<file path="src/rtl/ghost_step.sv">
// ghost_step -- grid walker for a maze ghost.
//
// Accepts one-step direction commands, checks the target tile against an
// external wall memory (one-cycle read latency) and moves if it is open.
// After every successful move, and after reset, it probes the four neighbour
// tiles and publishes their open/wall status as clear flags.
//
// Ports
//   clk          sole clock, rising edge
//   resetn       asynchronous active-low reset
//   dir_valid    direction command offered
//   dir          {dx, dy} signed one-step delta
//   dir_ready    command accepted on this edge when high (state IDLE)
//   tile_addr    maze read address {x, y}
//   tile_q       wall bit for the address issued one cycle earlier (1 = wall)
//   location     current position {x, y}
//   clearLeft/Right/Up/Down  neighbour tile is open
//   probe_done   one-cycle pulse when the clear flags were refreshed
//   blocked      one-cycle pulse when an accepted command did not move
module ghost_step #(
  parameter logic [7:0] START_X = 8'd1,
  parameter logic [7:0] START_Y = 8'd1,
  parameter logic [7:0] X_MAX   = 8'd27,
  parameter logic [7:0] Y_MAX   = 8'd30
) (
  input  logic        clk,
  input  logic        resetn,
  input  logic        dir_valid,
  input  logic [15:0] dir,
  output logic        dir_ready,
  output logic [15:0] tile_addr,
  input  logic        tile_q,
  output logic [15:0] location,
  output logic        clearLeft,
  output logic        clearRight,
  output logic        clearUp,
  output logic        clearDown,
  output logic        probe_done,
  output logic        blocked
);

  typedef enum logic [2:0] {IDLE, MA, MC, PL, PR, PU, PD, PF} state_t;

  localparam logic [15:0] DIR_LEFT  = 16'hFF00;
  localparam logic [15:0] DIR_RIGHT = 16'h0100;
  localparam logic [15:0] DIR_UP    = 16'h00FF;
  localparam logic [15:0] DIR_DOWN  = 16'h0001;

  localparam logic [7:0]        X_WRAP   = X_MAX + 8'd1;
  localparam logic signed [7:0] STEP_NEG = -8'sd1;
  localparam logic signed [7:0] STEP_POS = 8'sd1;

  // Horizontal tunnel: stepping past X_MAX lands on 0, stepping below 0
  // (which shows up as 8'hFF after the modulo-256 add) lands on X_MAX.
  function automatic logic [7:0] wrap_x(input logic [7:0] x, input logic signed [7:0] dx);
    logic [7:0] s;
    s = x + $unsigned(dx);
    if (s == X_WRAP)
      s = 8'd0;
    else if (s == 8'hFF)
      s = X_MAX;
    return s;
  endfunction

  // Rows have no wrap; anything past Y_MAX (including 8'hFF from 0-1) is
  // treated as solid wall regardless of what the maze memory returns.
  function automatic logic y_in_range(input logic [7:0] y);
    return (y <= Y_MAX);
  endfunction

  state_t      state, state_n;
  logic [7:0]  pos_x, pos_y;
  logic [15:0] dir_r;
  logic        left_p1, right_p1, up_p1;

  logic        dir_legal;
  logic [7:0]  tgt_x, tgt_y;
  logic [7:0]  left_x, right_x, up_y, down_y;
  logic        move_ok;

  assign dir_legal = (dir == DIR_LEFT) || (dir == DIR_RIGHT) ||
                     (dir == DIR_UP)   || (dir == DIR_DOWN);

  // dir_r and position are both stable through MA and MC, so the target is
  // recomputed combinationally in each state instead of being stored.
  assign tgt_x   = wrap_x(pos_x, dir_r[15:8]);
  assign tgt_y   = pos_y + dir_r[7:0];
  assign left_x  = wrap_x(pos_x, STEP_NEG);
  assign right_x = wrap_x(pos_x, STEP_POS);
  assign up_y    = pos_y - 8'd1;
  assign down_y  = pos_y + 8'd1;
  assign move_ok = y_in_range(tgt_y) && !tile_q;

  assign location = {pos_x, pos_y};

  // State register
  always_ff @(posedge clk or negedge resetn) begin
    if (!resetn)
      state <= PL;
    else
      state <= state_n;
  end

  // Next-state logic
  always_comb begin
    state_n = state;
    case (state)
      IDLE:    if (dir_valid && dir_legal) state_n = MA;
      MA:      state_n = MC;
      MC:      state_n = move_ok ? PL : IDLE;
      PL:      state_n = PR;
      PR:      state_n = PU;
      PU:      state_n = PD;
      PD:      state_n = PF;
      PF:      state_n = IDLE;
      default: state_n = IDLE;
    endcase
  end

  // Output logic: one maze read address per state
  always_comb begin
    dir_ready = (state == IDLE);
    tile_addr = {pos_x, pos_y};
    case (state)
      MA:      tile_addr = {tgt_x, tgt_y};
      PL:      tile_addr = {left_x, pos_y};
      PR:      tile_addr = {right_x, pos_y};
      PU:      tile_addr = {pos_x, up_y};
      PD:      tile_addr = {pos_x, down_y};
      default: tile_addr = {pos_x, pos_y};
    endcase
  end

  // Architectural state: position, published flags and status pulses
  always_ff @(posedge clk or negedge resetn) begin
    if (!resetn) begin
      pos_x      <= START_X;
      pos_y      <= START_Y;
      clearLeft  <= 1'b0;
      clearRight <= 1'b0;
      clearUp    <= 1'b0;
      clearDown  <= 1'b0;
      probe_done <= 1'b0;
      blocked    <= 1'b0;
    end else begin
      probe_done <= 1'b0;
      blocked    <= 1'b0;
      case (state)
        IDLE: if (dir_valid && !dir_legal) blocked <= 1'b1;
        MC: begin
          if (move_ok) begin
            pos_x <= tgt_x;
            pos_y <= tgt_y;
          end else begin
            blocked <= 1'b1;
          end
        end
        PF: begin
          clearLeft  <= left_p1;
          clearRight <= right_p1;
          clearUp    <= up_p1;
          clearDown  <= !tile_q && y_in_range(down_y);
          probe_done <= 1'b1;
        end
        default: ;
      endcase
    end
  end

  // Probe pipeline: each state captures the result of the read issued in
  // the previous state; values are only consumed after a full PL..PF pass.
  always_ff @(posedge clk) begin
    case (state)
      IDLE:    if (dir_valid) dir_r <= dir;
      PR:      left_p1  <= !tile_q;
      PU:      right_p1 <= !tile_q;
      PD:      up_p1    <= !tile_q && y_in_range(up_y);
      default: ;
    endcase
  end

endmodule
</file>
<file path="config.mk">
export PLATFORM = sky130hd
export DESIGN_NAME = ghost_step
export DESIGN_NICKNAME = d
export VERILOG_FILES = /design/src/rtl/ghost_step.sv
export SDC_FILE = /design/constraint.sdc
export NUM_CORES = 1
export LEC_CHECK = 0
export CORE_MARGIN = 2
export CORE_UTILIZATION = 56
export DETAILED_ROUTE_END_ITERATION = 10
export GPL_TIMING_DRIVEN = 0
export PLACE_DENSITY = 0.9
export SLEW_MARGIN = 20
export SYNTH_ARGS = -nofsm -noshare
export SYNTH_HDL_FRONTEND = slang
export SYNTH_SLANG_ARGS = --single-unit
</file>
<file path="constraint.sdc">
create_clock -name clk -period 3.3 [get_ports clk]
set_input_delay 0.33 -clock clk [delete_from_list [all_inputs] [get_ports clk]]
set_output_delay 0.33 -clock clk [all_outputs]
set_load 0.005 [all_outputs]
</file>
; Word-level counts from Yosys, hierarchy flattened
; Index checks and enable logic that the tools add are counted.
[totals]
regBits = 44
in_bits = 20
out_inout_bits = 39
elab_cells = 67
[op_classes]
add_sub_neg = 6
n_lt_le_gt_ge = 3
eq_ne = 18
mux = 14
n_reduce_logical = 13
[op_table]
columns = operator, count
row1 = 16-bit case mux with 5 select lines, 1
row2 = 8-bit two-way mux, 6
row3 = "8-bit by 5-bit == test with 1-bit output, second input constant", 3
row4 = "8-bit == test, second input constant", 3
row5 = "8-bit by 5-bit less-or-equal comparator with 1-bit output, second input constant", 3
row6 = 3-bit case mux with 8 select lines, 1
row7 = "8-bit by 1-bit adder with 8-bit output, second input constant", 2
row8 = 8-bit adder, 2
row9 = "16-bit by 1-bit == test with 1-bit output, second input constant", 1
row10 = "16-bit == test, second input constant", 1
row11 = "16-bit by 8-bit == test with 1-bit output, second input constant", 1
row12 = "16-bit by 9-bit == test with 1-bit output, second input constant", 1
row13 = "3-bit == test, second input constant", 4
row14 = "8-bit adder, second input constant", 1
row15 = "8-bit by 1-bit subtractor with 8-bit output, second input constant", 1
row16 = "3-bit by 2-bit == test with 1-bit output, second input constant", 2
row17 = 1-bit logical AND, 5
row18 = 2-bit AND reduction, 2
row19 = "3-bit by 1-bit == test with 1-bit output, second input constant", 1
row20 = 3-bit zero test, 1
row21 = 1-bit logical OR, 3
row22 = 1-bit two-way mux, 3
row23 = 3-bit two-way mux, 1
row24 = 1-bit zero test, 2
row25 = other kinds (3), 3

; Logic depth before layout (Yosys ltp)
; Gate-level depths: netlist of the first run.
[logic_depth]
word_depth = 8
mapped_depth = 10
depth_no_buf = 9

; Worst setup path before layout of the first run
; No wires, ideal clock.
[synth_path]
kind = reg2reg
startpoint = register pos_y[0]
endpoint = register pos_x[1]
setup_time_ns = 0.127
arrival_time_ns = 2.724
t_required_ns = 3.173
setup_slack_ns = 0.449
path_stages_with_launch = 10
path_buffers = 0
period_less_slack_ns = 2.851
cell_sequence = dfstp_2 ha_1 inv_1 fa_1 nand2b_1 a2111oi_0 o21ai_1 o221ai_2 or2_4 mux2_1
[synth_between]
elab_chain_cells = 4
[synth_lines]
columns = element, line_no
row1 = from (decl), 72  ; logic [7:0] pos_x, pos_y;
row2 = from (signal assigned), 153  ; pos_y <= tgt_y;
row3 = 8-bit adder, 87  ; assign tgt_y = pos_y + dir_r[7:0];
row4 = 8-bit by 5-bit less-or-equal comparator with 1-bit output, 68  ; return (y <= Y_MAX);
row5 = 1-bit logical AND, 92  ; assign move_ok = y_in_range(tgt_y) && !tile_q;
row6 = 2-bit AND reduction (no source line), --
row7 = to (signal assigned), 152  ; pos_x <= tgt_x;
row8 = to (decl), 72
; Every way passes these cells.
; A chain may end at the register's enable or synchronous reset.

; Worst setup path after layout of the first run
[layout_path]
startpoint = register pos_x[0]
endpoint = output tile_addr[13]
[layout_between]
elab_chain_cells = 5
elab_cells_between_ends = 16
classes_between = 3 x add/sub / 6 x eq/ne / 7 x mux
[layout_lines]
columns = element, line_no
row1 = 8-bit by 1-bit adder with 8-bit output / 8-bit adder (equally long branches), 57  ; s = x + $unsigned(dx);
row2 = 8-bit == test, 60  ; else if (s == 8'hFF)
row3 = 8-bit two-way mux, 60
row4 = 8-bit two-way mux, 58  ; if (s == X_WRAP)
row5 = 16-bit case mux with 5 select lines (*), 124  ; case (state)
row6 = to (decl), 31  ; output logic [15:0] tile_addr,
; Every way passes the cells marked *; elsewhere a longest branch is shown, timed or not.

==> impl_metrics.ini, run 1 <==
[synthesis]
ys_ff_latch = 44
syn_inst = 499
syn-num-nets = 545
synth_area_per_cell_um2 = 8.37
synthFlopType = dfrtp_1
synth_edf_count = 19
synth_async_sr_flop_share_pct = 56.8
synth_cell_types = 80
synth_area_mm2 = 0.00418
synth_warnings = 0
seq_area_frac_synth_pct = 28.8

[sta]
rsz0062_at_grt = true
maxSlewHeadroom_pct = 50.3
skew_ns = 0.0109
maxClockFrequency_mhz = 287
worst_pin_slew_ns = 0.746
hold_viol_final = 0
fin_crit_sh_pct = 106
period_minus_slack_ns = 3.49
setup_viol = 5
fin_ws_ns = -0.186
drv_slew = 0

[floorplanning]
coreArea_mm2 = 0.00725
die_h_um = 90.3
rows = 31
io_pins = 59
dieWidth_um = 90.3
start_util_pct = 57.6
dieArea_mm2 = 0.00816

[status]
outcome = finished, violations left
violations = setup timing

[clock_tree]
cts_root_buf = clkbuf_8
clkTransAtPathRegs_ns = 0.10
max-clock-path-buffers = 2
cts_tree = yes
cts_inserted_buffers = 5
htreeDepth = 2
clock_sinks = 44
clk_latency_ns = 0.31

[layout]
final_core_utilization_pct = 75.7
drive_gt1_share_pct = 19.9
fin_nets = 638
diodes = 0
area_growth_pct = 31.5
final.fill_count = 514
mostFrequentLayoutCells = clkdlybuf4s50_1 (50), nand2_1 (45), nor2_1 (41)
design_area_mm2 = 0.00549
layout_commonest_cell = clkdlybuf4s50_1

[grt]
grt_start_max_net_pins = 26
grt_antenna_before_repair = 0
grt_overflow = 0
grt_pass1_vias = 4577
grt_use_total_pct = 33.4
grt_pass1_wl_um = 22200

[drt]
dr_total_vias = 4779
wl_um = 14800
firstDrtPassIters = 6
avgRoutedWirePerCell_um = 21.4
drc = 0
via_per_inst = 6.91
drtIter0Drc = 622
ant_nets = 0

[setup_path]
cp_max_fo = 4
cp.required_ns = 2.97
crit_top_cell = buf_4
max_stage_delay_ns = 0.62
end_kind = output pin
crit_buf_inv = 4
cp-startpoint = pos_x[0]
regToRegStartpoint = pos_y[0]
worst-setup-path-type = flop to output pin
startpoint_type = flop
cp.arrival_ns = 3.16
crit_path_top_delay_cell = dfstp_2
crit_chain = ha_4 > fa_2 > a211oi_4 > buf_4 > o21ba_4 > nor4_4 > nand4_1 > buf_4 > o31ai_4 > buf_4 > o2111ai_2 > buf_2
crit_family = compound AO/OA/AOI/OAI gates

[power]
power.internal_w = 0.000963
combPwrFrac_pct = 12.9
power_switching_w = 0.000310
p_clk_share_pct = 40.6
power_density_mw_per_mm2 = 232
seqPwrFrac_pct = 46.5
swShare_pct = 24.4
ir_drop_mv = 0.190
power_leakage_nw = 2.19

[job]
maxCapViolCount = 0

[place]
portBuffers = 58
place_congestion = 0.940
dp_hpwl_um = 9780
post_dp_cell_area_mm2 = 0.00487

[min_path]
hp-class = primary input to asynchronous set/reset pin
-- logic make-up (layout without fill, tap and decap cells) --
group | after synthesis | count (layout) | synth area share [%]
AO/OA/AOI/OAI | 163 | 163 | 28.6
XOR/XNOR | 19 | 19 | 3.99
adder cells (fa/ha/maj) | 27 | 27 | 8.39
buffers and inverters | 49 | 143 | 4.73
flip-flops | 44 | 44 | 28.8
multiplexers | 11 | 11 | 2.88
AND/OR/NAND/NOR | 186 | 186 | 22.6
-- worst register-to-register path: cells and delay by family, from the launching register on --
family          cells  cell delay [ns]
compound gates      3             1.00
fa+ha+maj           2             0.66
flops               1             0.55
simple gates        2             0.41
mux                 1             0.33
buf+inv             1             0.06
-- per-stage QoR --
stage / total power, W / TNS (ns) / hold WS, ns / instances / setup slack, ns
5_1_grt: 0.00130 / -0.998 / 0.0668 / 692 / -0.274
3_5_place_dp: 0.000730 / -2.45 / 0.386 / 656 / -0.586
2_1_floorplan: 0.000671 / 0 / 0.0344 / 499 / 0.449
6_report: 0.00127 / -0.345 / 0.0275 / 692 / -0.186
3_3_place_gp: 0.000724 / -2.22 / 0.460 / 656 / -0.535
4_1_cts: 0.00124 / -0.0161 / 0.0571 / 679 / -0.0161
-- power groups by stage --
stage	Sequential, W	Clock, W	Combinational (W)
2_1_floorplan	0.000601	0	0.0000700
3_3_place_gp	0.000602	0	0.000122
3_5_place_dp	0.000602	0	0.000127
4_1_cts	0.000592	0.000502	0.000145
5_1_grt	0.000593	0.000530	0.000176
6_report	0.000592	0.000517	0.000165
-- area by class of cell --
type	count	area [µm²]	area share (%)
Multi-Input combinational cell	406	3040	55.5
Timing Repair Buffer	87	769	14.0
Buffer	28	133	2.42
Clock buffer	6	72.6	1.32
Inverter	20	80.1	1.46
Tap cell	99	124	2.26
Clock inverter	2	60.1	1.09
Sequential cell	44	1210	22.0
-- final timing paths --
check / to / slack, ns / cells after the start
max: tile_addr[13] / -0.19 / 12
min: probe_done / 0.03 / 1
max reg2reg: pos_x[1] / 0.18 / 9
min reg2reg: clearLeft / 0.49 / 1
max in group asynchronous: pos_x[1] / 2.81 / 1
min in group clk: clearLeft / 0.49 / 1
-- layer usage --
layer	GRT usage [%]	up-vias	wire length, µm
met3	6.01	68	1410
met1	41.1	2273	5780
met5	0	-	0
li1	-	2090	-
met2	57.6	348	7000
met4	13.8	0	628
-- sequential cells by signal, summed over array words and instances (netlist names), 3 cells and up --
| signal | cells |
|---|---|
| dir_r | 16 |
| state | 3 |
| pos_x | 8 |
| pos_y | 8 |
-- synth_stat cells, drive strengths merged (7+ instances only) --
cell type / number / area share (%)
nand2: 45 / 4.0
nor2: 43 / 3.9
o21ai: 36 / 4.3
a21oi: 24 / 3.0
ha: 24 / 7.2
dfrtp: 21 / 13
clkbuf: 19 / 1.7
edfxtp: 19 / 14
nand3: 19 / 2.3
inv: 18 / 1.6
nor3: 15 / 1.8
buf: 10 / 1.2
xnor2: 10 / 2.1
and2: 9 / 1.3
xor2: 9 / 1.9
a211oi: 8 / 1.8
mux2: 8 / 2.2
nand4: 8 / 1.3
nor2b: 8 / 1.2
a31oi: 7 / 1.0
or2: 7 / 1.1
-- what timing repair did --
item	4_1_cts	5_1_grt
hold buffers	0	0
endpoints found under the setup margin	15	26
pin swaps	15	20
endpoints found under the hold margin	0	0
buffers inserted	17	14
gates resized for setup	54	39
Power figures use the tool's default switching activity.
==> inputs of run 2 (changes only) <==
--- a/config.mk
+++ b/config.mk
@@ -6,10 +6,10 @@
 export NUM_CORES = 1
 export LEC_CHECK = 0
 export CORE_MARGIN = 2
-export CORE_UTILIZATION = 56
+export CORE_UTILIZATION = 40
 export DETAILED_ROUTE_END_ITERATION = 10
 export GPL_TIMING_DRIVEN = 0
-export PLACE_DENSITY = 0.9
+export PLACE_DENSITY = 0.7
 export SLEW_MARGIN = 20
 export SYNTH_ARGS = -nofsm -noshare
 export SYNTH_HDL_FRONTEND = slang
==> run 2 against run 1 <==
  * The run still ends with setup timing left
  * Largest power group unchanged
  * Register-to-register slack better by 0.04 ns
  * Critical path depth shrank 2
  * Sequential share of layout area rose by 0.36 points
  * Sequential cell count is the same
  * Combinational power decreased by 9.7%
  * Hold slack worse by 0.0076 ns
  * Count of clock-buffer cells in the layout did not move
==> impl_metrics.ini, run 2 (synthesis results as in run 1) <==
[sta]
rsz0062_at_grt = true
skew_ns = 0.0104
maxSlewHeadroom_pct = 52.1
period_minus_slack_ns = 3.34
drv_slew = 0
hold_viol_final = 0
fin_ws_ns = -0.0380
maxClockFrequency_mhz = 300
whs_ns = 0.0199
fin_crit_sh_pct = 101
setup_viol = 1
worst_pin_slew_ns = 0.718

[clock_tree]
max-clock-path-buffers = 2
clkTransAtPathRegs_ns = 0.09
cts_tree = yes
cts_root_buf = clkbuf_8
clk_latency_ns = 0.31
cts_inserted_buffers = 5
htreeDepth = 2
clock_sinks = 44

[setup_path]
cp.required_ns = 2.97
cp_max_fo = 5
worst-setup-path-type = flop to output pin
end_kind = output pin
cp-startpoint = pos_x[1]
regToRegStartpoint = pos_y[0]
startpoint_type = flop
r2r_end = pos_x[1]
cp.arrival_ns = 3.01
r2r_cells = 9
reg2reg_slack_ns = 0.22

[layout]
ff_latch_area_mm2 = 0.00120
final_core_utilization_pct = 52.7
mostFrequentLayoutCells = clkdlybuf4s50_1 (50), nand2_1 (45), nor2_1 (41)
largest_reg_flops = 16
drive_gt1_share_pct = 18.1
design_area_mm2 = 0.00540
final_cells = 723
layout_commonest_cell = clkdlybuf4s50_1
diodes = 0
multi_input_area_mm2 = 0.00300
final.fill_count = 987
area_growth_pct = 29.2
fin_nets = 632
top_register = dir_r
largest_registers = dir_r (16), pos_x (8), pos_y (8)

[drt]
drtIter0Drc = 350
wl_um = 13800
drc = 0
via_per_inst = 6.18
ant_nets = 0
avgRoutedWirePerCell_um = 19.0
dr_total_vias = 4470
firstDrtPassIters = 6

[power]
power_density_mw_per_mm2 = 201
power_leakage_nw = 2.12
ir_drop_mv = 0.128
power.total_w = 0.00109

[grt]
grt_use_total_pct = 23.8
grt_antenna_before_repair = 0
grt_pass1_vias = 4120
grt_pass1_wl_um = 21300
grt_start_max_net_pins = 26
grt_overflow = 0

[status]
violations = setup timing
outcome = finished, violations left

[place]
portBuffers = 58
place_congestion = 0.926
post_dp_cell_area_mm2 = 0.00492
numPlacedInstances = 693
dp_hpwl_um = 10100

[floorplanning]
rows = 37
dieArea_mm2 = 0.0113
coreArea_mm2 = 0.0102
dieWidth_um = 106
io_pins = 59
die_h_um = 106
start_util_pct = 40.8

[job]
maxCapViolCount = 0

[min_path]
hp-class = primary input to asynchronous set/reset pin
## run 2: worst max path at each step
| stage | slack [ns] | to | cells after the start |
|---|---|---|---|
| final | -0.04 | tile_addr[14] | 10 |
| after CTS | -0.01 | tile_addr[15] | 9 |
| after global placement | -0.55 | tile_addr[15] | 9 |
| after global routing | -0.17 | tile_addr[14] | 10 |
| after detailed placement | -0.58 | tile_addr[15] | 9 |
| after floorplan | 0.45 | pos_x[1] | 9 |
## run 2: area by class of cell
| type | count | area share (%) |
|---|---|---|
| multi-input cells | 406 | 55.6 |
| well taps | 136 | 3.15 |
| repair buffers | 81 | 13.5 |
| clock inverters | 2 | 0.232 |
| plain buffers | 28 | 2.46 |
| flip-flops and latches | 44 | 22.3 |
| clock buffers | 6 | 1.35 |
| inverters | 20 | 1.41 |
## run 2: stage by stage
stage	worst slack, ns	TNS [ns]
3_5_place_dp	-0.584	-2.79
5_1_grt	-0.170	-0.456
4_1_cts	-0.0102	-0.0190
6_report	-0.0380	-0.0380
3_3_place_gp	-0.546	-2.47
2_1_floorplan	0.449	0
## run 2: routing by layer
metal	vias up	global-route usage (%)	share of wire, %
met5	-	0	0
met4	0	5.64	2.1
met3	30	3.00	7.3
met2	204	40.6	48
met1	2167	32.1	43
li1	2069	-	-
## run 2: critical path: stages (launching register included)
cell,delay (ns)
dfrtp_2,0.45
buf_4,0.18
or4_1,0.46
a211o_1,0.30
a221oi_2,0.33
buf_4,0.17
buf_4,0.10
a211oi_2,0.06
a211oi_2,0.23
o22ai_1,0.13
dlygate4sd2_1,0.28
## run 2: where the power goes
part | internal (W) | switching [W] | leakage [nW]
Sequential | 0.000586 | 0.00000580 | 0.503
Combinational | 0.0000689 | 0.0000806 | 1.57
Clock | 0.000148 | 0.000198 | 0.0412
## run 2: repair_timing
action / CTS / global route
gates resized for setup: 51 / 30
setup buffers: 16 / 7
setup endpoints to repair: 14 / 11
hold buffers: 0 / 0
pin swaps: 21 / 8
